File: src/rtl/fifo_rd_drain_pkg.sv
// rtl/fifo_rd_drain_pkg.sv - shared defaults and helpers for the FIFO read-side drain controller
package fifo_rd_drain_pkg;

  localparam int FIFO_WIDTH_DEF = 16;
  localparam int CNT_WIDTH_DEF  = 16;
  localparam int BUF_DEPTH      = 2;

  typedef logic [1:0] buf_cnt_t;

  // Projected occupancy after this cycle; 3 bits so it can never wrap.
  function automatic logic [2:0] occ_next(input buf_cnt_t cnt, input logic infl, input logic pop);
    return {1'b0, cnt} + {2'b00, infl} - {2'b00, pop};
  endfunction

endpackage

File: src/rtl/fifo_rd_skid_buf.sv
// rtl/fifo_rd_skid_buf.sv - two-entry ordered buffer absorbing the FIFO read latency
module fifo_rd_skid_buf
  import fifo_rd_drain_pkg::*;
#(
  parameter int WIDTH = FIFO_WIDTH_DEF
) (
  input  logic             clk,
  input  logic             rst_n,
  input  logic             i_push,
  input  logic [WIDTH-1:0] i_wdata,
  input  logic             i_pop,
  output logic [WIDTH-1:0] o_rdata,
  output buf_cnt_t         o_count
);

  logic [WIDTH-1:0] r_mem [BUF_DEPTH];
  logic             r_head;
  logic             r_tail;
  buf_cnt_t         r_count;

  always_ff @(posedge clk) begin
    if (!rst_n) begin
      r_head  <= 1'b0;
      r_tail  <= 1'b0;
      r_count <= '0;
    end else begin
      if (i_push) r_tail <= ~r_tail;
      if (i_pop)  r_head <= ~r_head;
      r_count <= r_count + {1'b0, i_push} - {1'b0, i_pop};
    end
  end

  // Storage carries no reset; contents are only observed while r_count is non-zero.
  always_ff @(posedge clk) begin
    if (i_push) r_mem[r_tail] <= i_wdata;
  end

  assign o_rdata = r_mem[r_head];
  assign o_count = r_count;

endmodule

File: src/rtl/fifo_rd_drain.sv
// rtl/fifo_rd_drain.sv - drains a synchronous FIFO into a valid/ready stream with pop counting
module fifo_rd_drain
  import fifo_rd_drain_pkg::*;
#(
  parameter int FIFO_WIDTH = FIFO_WIDTH_DEF,
  parameter int CNT_WIDTH  = CNT_WIDTH_DEF
) (
  input  logic                  clk,
  input  logic                  rst_n,
  input  logic                  drain_en,
  input  logic                  empty,
  input  logic                  underflow,
  input  logic [FIFO_WIDTH-1:0] data_out,
  output logic                  rd_en,
  output logic [FIFO_WIDTH-1:0] m_data,
  output logic                  m_valid,
  input  logic                  m_ready,
  output logic [CNT_WIDTH-1:0]  pop_count,
  output logic                  err_underflow
);

  logic                 r_inflight;
  logic [CNT_WIDTH-1:0] r_pop_count;
  logic                 r_err_underflow;
  buf_cnt_t             w_count;
  logic                 w_pop;
  logic [2:0]           w_occ;

  fifo_rd_skid_buf #(
    .WIDTH (FIFO_WIDTH)
  ) u_buf (
    .clk     (clk),
    .rst_n   (rst_n),
    .i_push  (r_inflight),
    .i_wdata (data_out),
    .i_pop   (w_pop),
    .o_rdata (m_data),
    .o_count (w_count)
  );

  assign m_valid = (w_count != 2'd0);
  assign w_pop   = m_valid && m_ready;

  // Counting the same-cycle pop lets a read issue into a slot that is just being vacated.
  always_comb begin
    w_occ = occ_next(w_count, r_inflight, w_pop);
    rd_en = rst_n && drain_en && !empty && (w_occ < 3'd2);
  end

  always_ff @(posedge clk) begin
    if (!rst_n) begin
      r_inflight      <= 1'b0;
      r_pop_count     <= '0;
      r_err_underflow <= 1'b0;
    end else begin
      r_inflight <= rd_en;
      if (w_pop) r_pop_count <= r_pop_count + CNT_WIDTH'(1);
      if (underflow) r_err_underflow <= 1'b1;
    end
  end

  always_ff @(posedge clk) begin
    if (rst_n) begin
      assert (!(r_inflight && (w_count == 2'd2) && !w_pop));
    end
  end

  assign pop_count     = r_pop_count;
  assign err_underflow = r_err_underflow;

endmodule

File: config.mk
export PLATFORM = sky130hd
export DESIGN_NAME = fifo_rd_drain
export DESIGN_NICKNAME = d
export VERILOG_FILES = /design/src/rtl/fifo_rd_drain_pkg.sv /design/src/rtl/fifo_rd_skid_buf.sv /design/src/rtl/fifo_rd_drain.sv
export SDC_FILE = /design/constraint.sdc
export NUM_CORES = 1
export LEC_CHECK = 0
export BUFFER_PORTS_ARGS = -buffer_cell sky130_fd_sc_hd__clkbuf_2
export CAP_MARGIN = 30
export CORE_UTILIZATION = 35
export CTS_CLUSTER_SIZE = 10
export DETAILED_ROUTE_END_ITERATION = 6
export PLACE_DENSITY_LB_ADDON = 0.2
export RECOVER_POWER = 100
export SLEW_MARGIN = 15
export SYNTH_ARGS = -nofsm -noshare
export SYNTH_HDL_FRONTEND = slang
export SYNTH_SLANG_ARGS = --single-unit
export TNS_END_PERCENT = 1
File: constraint.sdc
create_clock -name clk -period 5.4 [get_ports clk]
set_clock_uncertainty 0.1 [all_clocks]
set_input_delay 0 -clock clk [delete_from_list [all_inputs] [get_ports clk]]
set_output_delay 0 -clock clk [all_outputs]
set_load 0.01 [all_outputs]
==> results.ini, run 1 <==
[floorplanning]
ios=57
initial_utilization=0.365
die_area_um2=6490
dieWidth_um=80.6
rows=28
die_h_um=80.6
coreArea_um2=5920

[setup_path]
crit_fanout=7
worstSetupPathType=register to register
max_stage_delay_ns=0.59
worstReg2RegStart=u_buf.o_count[1]$_SDFF_PN0_
r2r_setup_slack_ns=2.07
reg2reg_to=r_inflight$_SDFF_PN0_
start_kind=register
worstSetupStartpoint=u_buf.o_count[1]$_SDFF_PN0_
crit_end=r_inflight$_SDFF_PN0_
path_cells=o21ai_0 -> inv_1 -> ha_1 -> inv_1 -> ha_1 -> fa_1 -> nor4_1 -> dlygate4sd3_1
cp_slowest_cell=dlygate4sd3_1
r2r.worst_path.cells=8
critPathArrivalTime_ns=3.48
crit_path_end_kind=register
worstPathRequired_ns=5.55

[power]
pwr-share-seq=0.540
p_leak_nw=0.963
power.density_nw_per_um2=353
p_sw_mw=0.283
clock_power_share=0.227
power_frac_comb=0.233
peakVddDrop_v=0.000142
netSwitchingFraction=0.290
p_int_mw=0.691

[sta]
rsz0062_at_grt=false
worstMarginPinSlew_ns=1.08
finalSetupViolations=0
fin_tns_setup_ns=0
slew_viol_final=0
fmax_ghz=0.300
slew_headroom=0.276
finalCriticalPeriod_ns=3.33
fin_crit_sh=0.617
hold_violations=0
holdWs_ns=0.217

[yosys]
yosys.area.top_type=edfxtp_1
avgSynthCellArea_um2=13.4
synth_top_area_frac=0.445
netlist_area_um2=2160
synth_warnings=0
ys_ff_latch=55
synth-main-ff-cell=edfxtp_1
syn_nets=187
synth-seq-area-share=0.658
synth_edf_count=32
netlist_instances=161
async_flop_share=0
synth.distinct_cells=29
synthTopCellsByArea=edfxtp_1, dfxtp_1, mux2_2

[cts]
cts_setup_buffers=0
cts-root-buf=clkbuf_8
htree_levels=2
clk_pin_slew_worst_paths_ns=0.09
cts_max_path_buffers=2
clock_sinks=55
cts_made_buffers=5
cts_tree=done
insertion_delay_ns=0.30

[routing]
wl_per_cell_um=12.5
vias=1456
first_pass_iters=3
drt_iter0_drc=54
totalWireLength_mm=3.97
ant_nets=0
via_per_inst=4.58
drc_errors=0

[grt]
first_global_vias=1364
grt-ovfl-total=0
grt_pass1_wl_mm=6.35
grt_max_degree=21
antenna_found_initial=0
grt_usage=0.130

[placed_design]
place.gp.congestion=0.743
hpwl_mm=2.67
numPortBuffers=56

[run]
drv_cap=0

[layout]
num_antenna_cells=0
drive_above_1_share=0.144
num-nets-final=268
syn_to_final_growth_pct=27.7

[min_path]
hold_class=input port to output port

[status]
outcome=finished, final reports clean

sequential cells by signal (all words and copies together) (netlist names), named ones only:
name,cells
u_buf.r_tail,1
u_buf.r_head,1
err_underflow,1
u_buf.o_count,2
r_inflight,1
pop_count,16
u_buf.r_mem,32
cells in the final DEF, fill, tap and decap left out, types with 2 or more instances in the layout:
cell type       n
nor2_1         17
clkbuf_1       47
mux2_2         16
ha_1            3
nand4_1         4
xor2_1          6
nand3_1         2
or3_1           2
and2_0          2
clkbuf_2        9
xnor2_1         9
dlygate4sd3_1  21
nand2_1        10
inv_1           6
o21ai_0         3
nor3_1          2
clkbuf_8        5
and2_1          2
a21oi_1         4
edfxtp_1       32
dfxtp_1        23
nor4_1          4
per-layer routing:
layer  global-route usage  up-vias  part of all wire
li1                     -      737                 -
met4               0.0518        0             0.018
met3               0.0375        8             0.051
met1                0.154      674              0.44
met5                    0        -                 0
met2                0.220       37              0.50
worst min-delay path by stage:
stage	startpoint	to	slack (ns)	cells past startpoint
after floorplan	empty	rd_en	-0.05	1
after global placement	empty	r_inflight$_SDFF_PN0_	0.09	2
after detailed placement	empty	r_inflight$_SDFF_PN0_	0.09	2
after CTS	drain_en	rd_en	0.22	4
after global routing	drain_en	rd_en	0.26	4
final	drain_en	rd_en	0.22	4
layout make-up:
class	count	area, µm²
clock buffers	5	68.8
clock inverters	3	20.0
fillers	573	3160
inverters	6	22.5
multi-input cells	96	698
flip-flops and latches	55	1420
well taps	75	93.8
repair buffers	78	435
power groups by stage:
stage	registers (mW)	clock network (mW)	logic, mW
after floorplan	0.517	0	0.167
after global placement	0.537	0	0.229
after detailed placement	0.538	0	0.232
after CTS	0.529	0.230	0.247
final	0.526	0.221	0.227
after global routing	0.534	0.248	0.253
through the flow:
step | total power, mW | setup WS, ns | utilization | instances | area [µm²]
final | 0.974 | 2.07 | 0.466 | 318 | 2760
after global routing | 1.03 | 1.85 | 0.466 | 318 | 2760
after CTS | 1.01 | 2.56 | 0.477 | 318 | 2830
after detailed placement | 0.770 | 3.00 | 0.427 | 289 | 2530
after global placement | 0.765 | 3.10 | 0.427 | 289 | 2530
after floorplan | 0.684 | 3.20 | - | 161 | 2160
worst max-delay path: cells and delay by family (launching register included):
| family | cells | cell delay (ns) |
|---|---|---|
| fa+ha+maj | 3 | 1.03 |
| buf+inv | 3 | 0.90 |
| flops | 1 | 0.35 |
| compound gates | 1 | 0.58 |
| simple gates | 1 | 0.31 |
cell usage after synthesis, types with 2 or more instances:
| cell | number |
|---|---|
| edfxtp_1 | 32 |
| dfxtp_1 | 23 |
| nor2_1 | 17 |
| mux2_2 | 16 |
| nand2_1 | 10 |
| xnor2_1 | 9 |
| inv_1 | 6 |
| xor2_1 | 6 |
| a21oi_1 | 4 |
| and2_1 | 4 |
| clkbuf_1 | 4 |
| nand4_1 | 4 |
| nor4_1 | 4 |
| ha_1 | 3 |
| nand3_1 | 2 |
| nor3_1 | 2 |
| o21ai_0 | 2 |
| or3_1 | 2 |
what timing repair did:
action,CTS,global route
hold buffers,21,0
hold endpoints to repair,37,0
resized for setup,0,0
cells by family after synthesis:
group                    after synthesis  synth area share
AND/OR/NAND/NOR                       52             0.127
flip-flops                            55             0.658
multiplexers                          16            0.0834
XOR/XNOR                              15            0.0608
adder cells (fa/ha/maj)                4            0.0266
buffers and inverters                 10            0.0174
AO/OA/AOI/OAI                          9            0.0266
Power figures use the tool's default switching activity.
==> run 2, diff against run 1 <==
- clock period: 5.4 -> 2.9 ns (I/O delays scaled with it)
==> results.ini, run 2 (synthesis gave the netlist of run 1 again) <==
[placed_design]
numPortBuffers=56
pre_cts_ws_ns=0.514
placed_area_um2=2530
dp.cells=289
place.gp.congestion=0.743
hpwl_mm=2.66

[grt]
grt_usage=0.127
grt_pass1_wl_mm=6.20
first_global_vias=1300
antenna_found_initial=0
grt-ovfl-total=0
grt_max_degree=21

[cts]
cts_made_buffers=5
cts-root-buf=clkbuf_8
clk_pin_slew_worst_paths_ns=0.09
cts_setup_buffers=0
cts_tree=done
clock_sinks=55
insertion_delay_ns=0.30
cts_max_path_buffers=2
htree_levels=2

[sta]
worstMarginPinSlew_ns=1.13
slew_headroom=0.247
hold_violations=0
rsz0062_at_grt=false
fin_crit_sh=0.940
fin_tns_setup_ns=0
finalSetupViolations=0
worst_slack_ns=0.173
holdWs_ns=0.212
slew_viol_final=0
fmax_ghz=0.367
finalCriticalPeriod_ns=2.73

[layout]
multi_input_area_um2=709
regMostFlops=u_buf.r_mem
post-route-util=0.473
fin_cells=318
final_common_cell=clkbuf_1
num-nets-final=268
syn_to_final_growth_pct=29.7
nFillCells=571
fin_area_um2=2800
largest_register_ff_count=32
layout_common_cells=clkbuf_1, edfxtp_1, dfxtp_1
drive_above_1_share=0.177
num_antenna_cells=0
seq_area_um2=1420

[setup_path]
crit_fanout=7
worstSetupPathType=register to register
cp_top_family=adder cells
cp_slowest_cell=dlygate4sd3_1
path_cells=o21ai_4 -> inv_1 -> ha_1 -> inv_1 -> ha_1 -> fa_1 -> nor4_1 -> dlygate4sd3_1
start_kind=register
cp.depth=8
crit_path_end_kind=register
worstPathRequired_ns=3.05
max_stage_delay_ns=0.57
critPathArrivalTime_ns=2.88
cp_num_buf_inv=3
r2r.worst_path.cells=8

[power]
power.density_nw_per_um2=681
p_leak_nw=0.999
peakVddDrop_v=0.000289
power_mw=1.91

[floorplanning]
ios=57
coreArea_um2=5920
rows=28
die_h_um=80.6
dieWidth_um=80.6
die_area_um2=6490
initial_utilization=0.365

[routing]
via_per_inst=4.53
drc_errors=0
ant_nets=0
first_pass_iters=4
vias=1440
wl_per_cell_um=12.2
totalWireLength_mm=3.89
drt_iter0_drc=41

[status]
outcome=finished, final reports clean

[min_path]
min_path_cells=4
hold_class=input port to output port

[run]
drv_cap=0

run 2: metal layers:
metal	global-route usage	part of all wire	up-vias
li1	-	-	732
met1	0.158	0.45	668
met2	0.209	0.49	35
met3	0.0352	0.053	5
met4	0.0429	0.012	0
met5	0	0	-
run 2: path summary, 6_finish.rpt:
path	to	slack (ns)	from
worst max-delay path	r_inflight$_SDFF_PN0_	0.17	u_buf.o_count[1]$_SDFF_PN0_
worst min-delay path	rd_en	0.21	drain_en
worst min register to register	err_underflow$_SDFFE_PN0P_	0.38	err_underflow$_SDFFE_PN0P_
worst max register to register	r_inflight$_SDFF_PN0_	0.17	u_buf.o_count[1]$_SDFF_PN0_
run 2: layout make-up:
cell class | instances | share of cell area
flip-flops and latches | 55 | 0.507
repair buffers | 78 | 0.158
clock inverters | 3 | 0.0156
multi-input cells | 96 | 0.253
clock buffers | 5 | 0.0246
well taps | 75 | 0.0335
inverters | 6 | 0.00804
run 2: repair_timing:
item	CTS	global route
setup endpoints to repair	0	1
resized for setup	0	1
hold buffers	21	0
hold endpoints to repair	37	0
run 2: where the power goes:
group	internal, mW	switching [mW]	leakage (nW)
clock	0.257	0.241	0.0581
combinational	0.213	0.213	0.465
sequential	0.911	0.0743	0.476
total	1.38	0.528	0.999
run 2: worst reg2reg max path: stages (launching register included):
cell and delay (ns):
dfxtp_1 0.37, o21ai_4 0.22, inv_1 0.16, ha_1 0.30, inv_1 0.04, ha_1 0.19
fa_1 0.48, nor4_1 0.26, dlygate4sd3_1 0.57
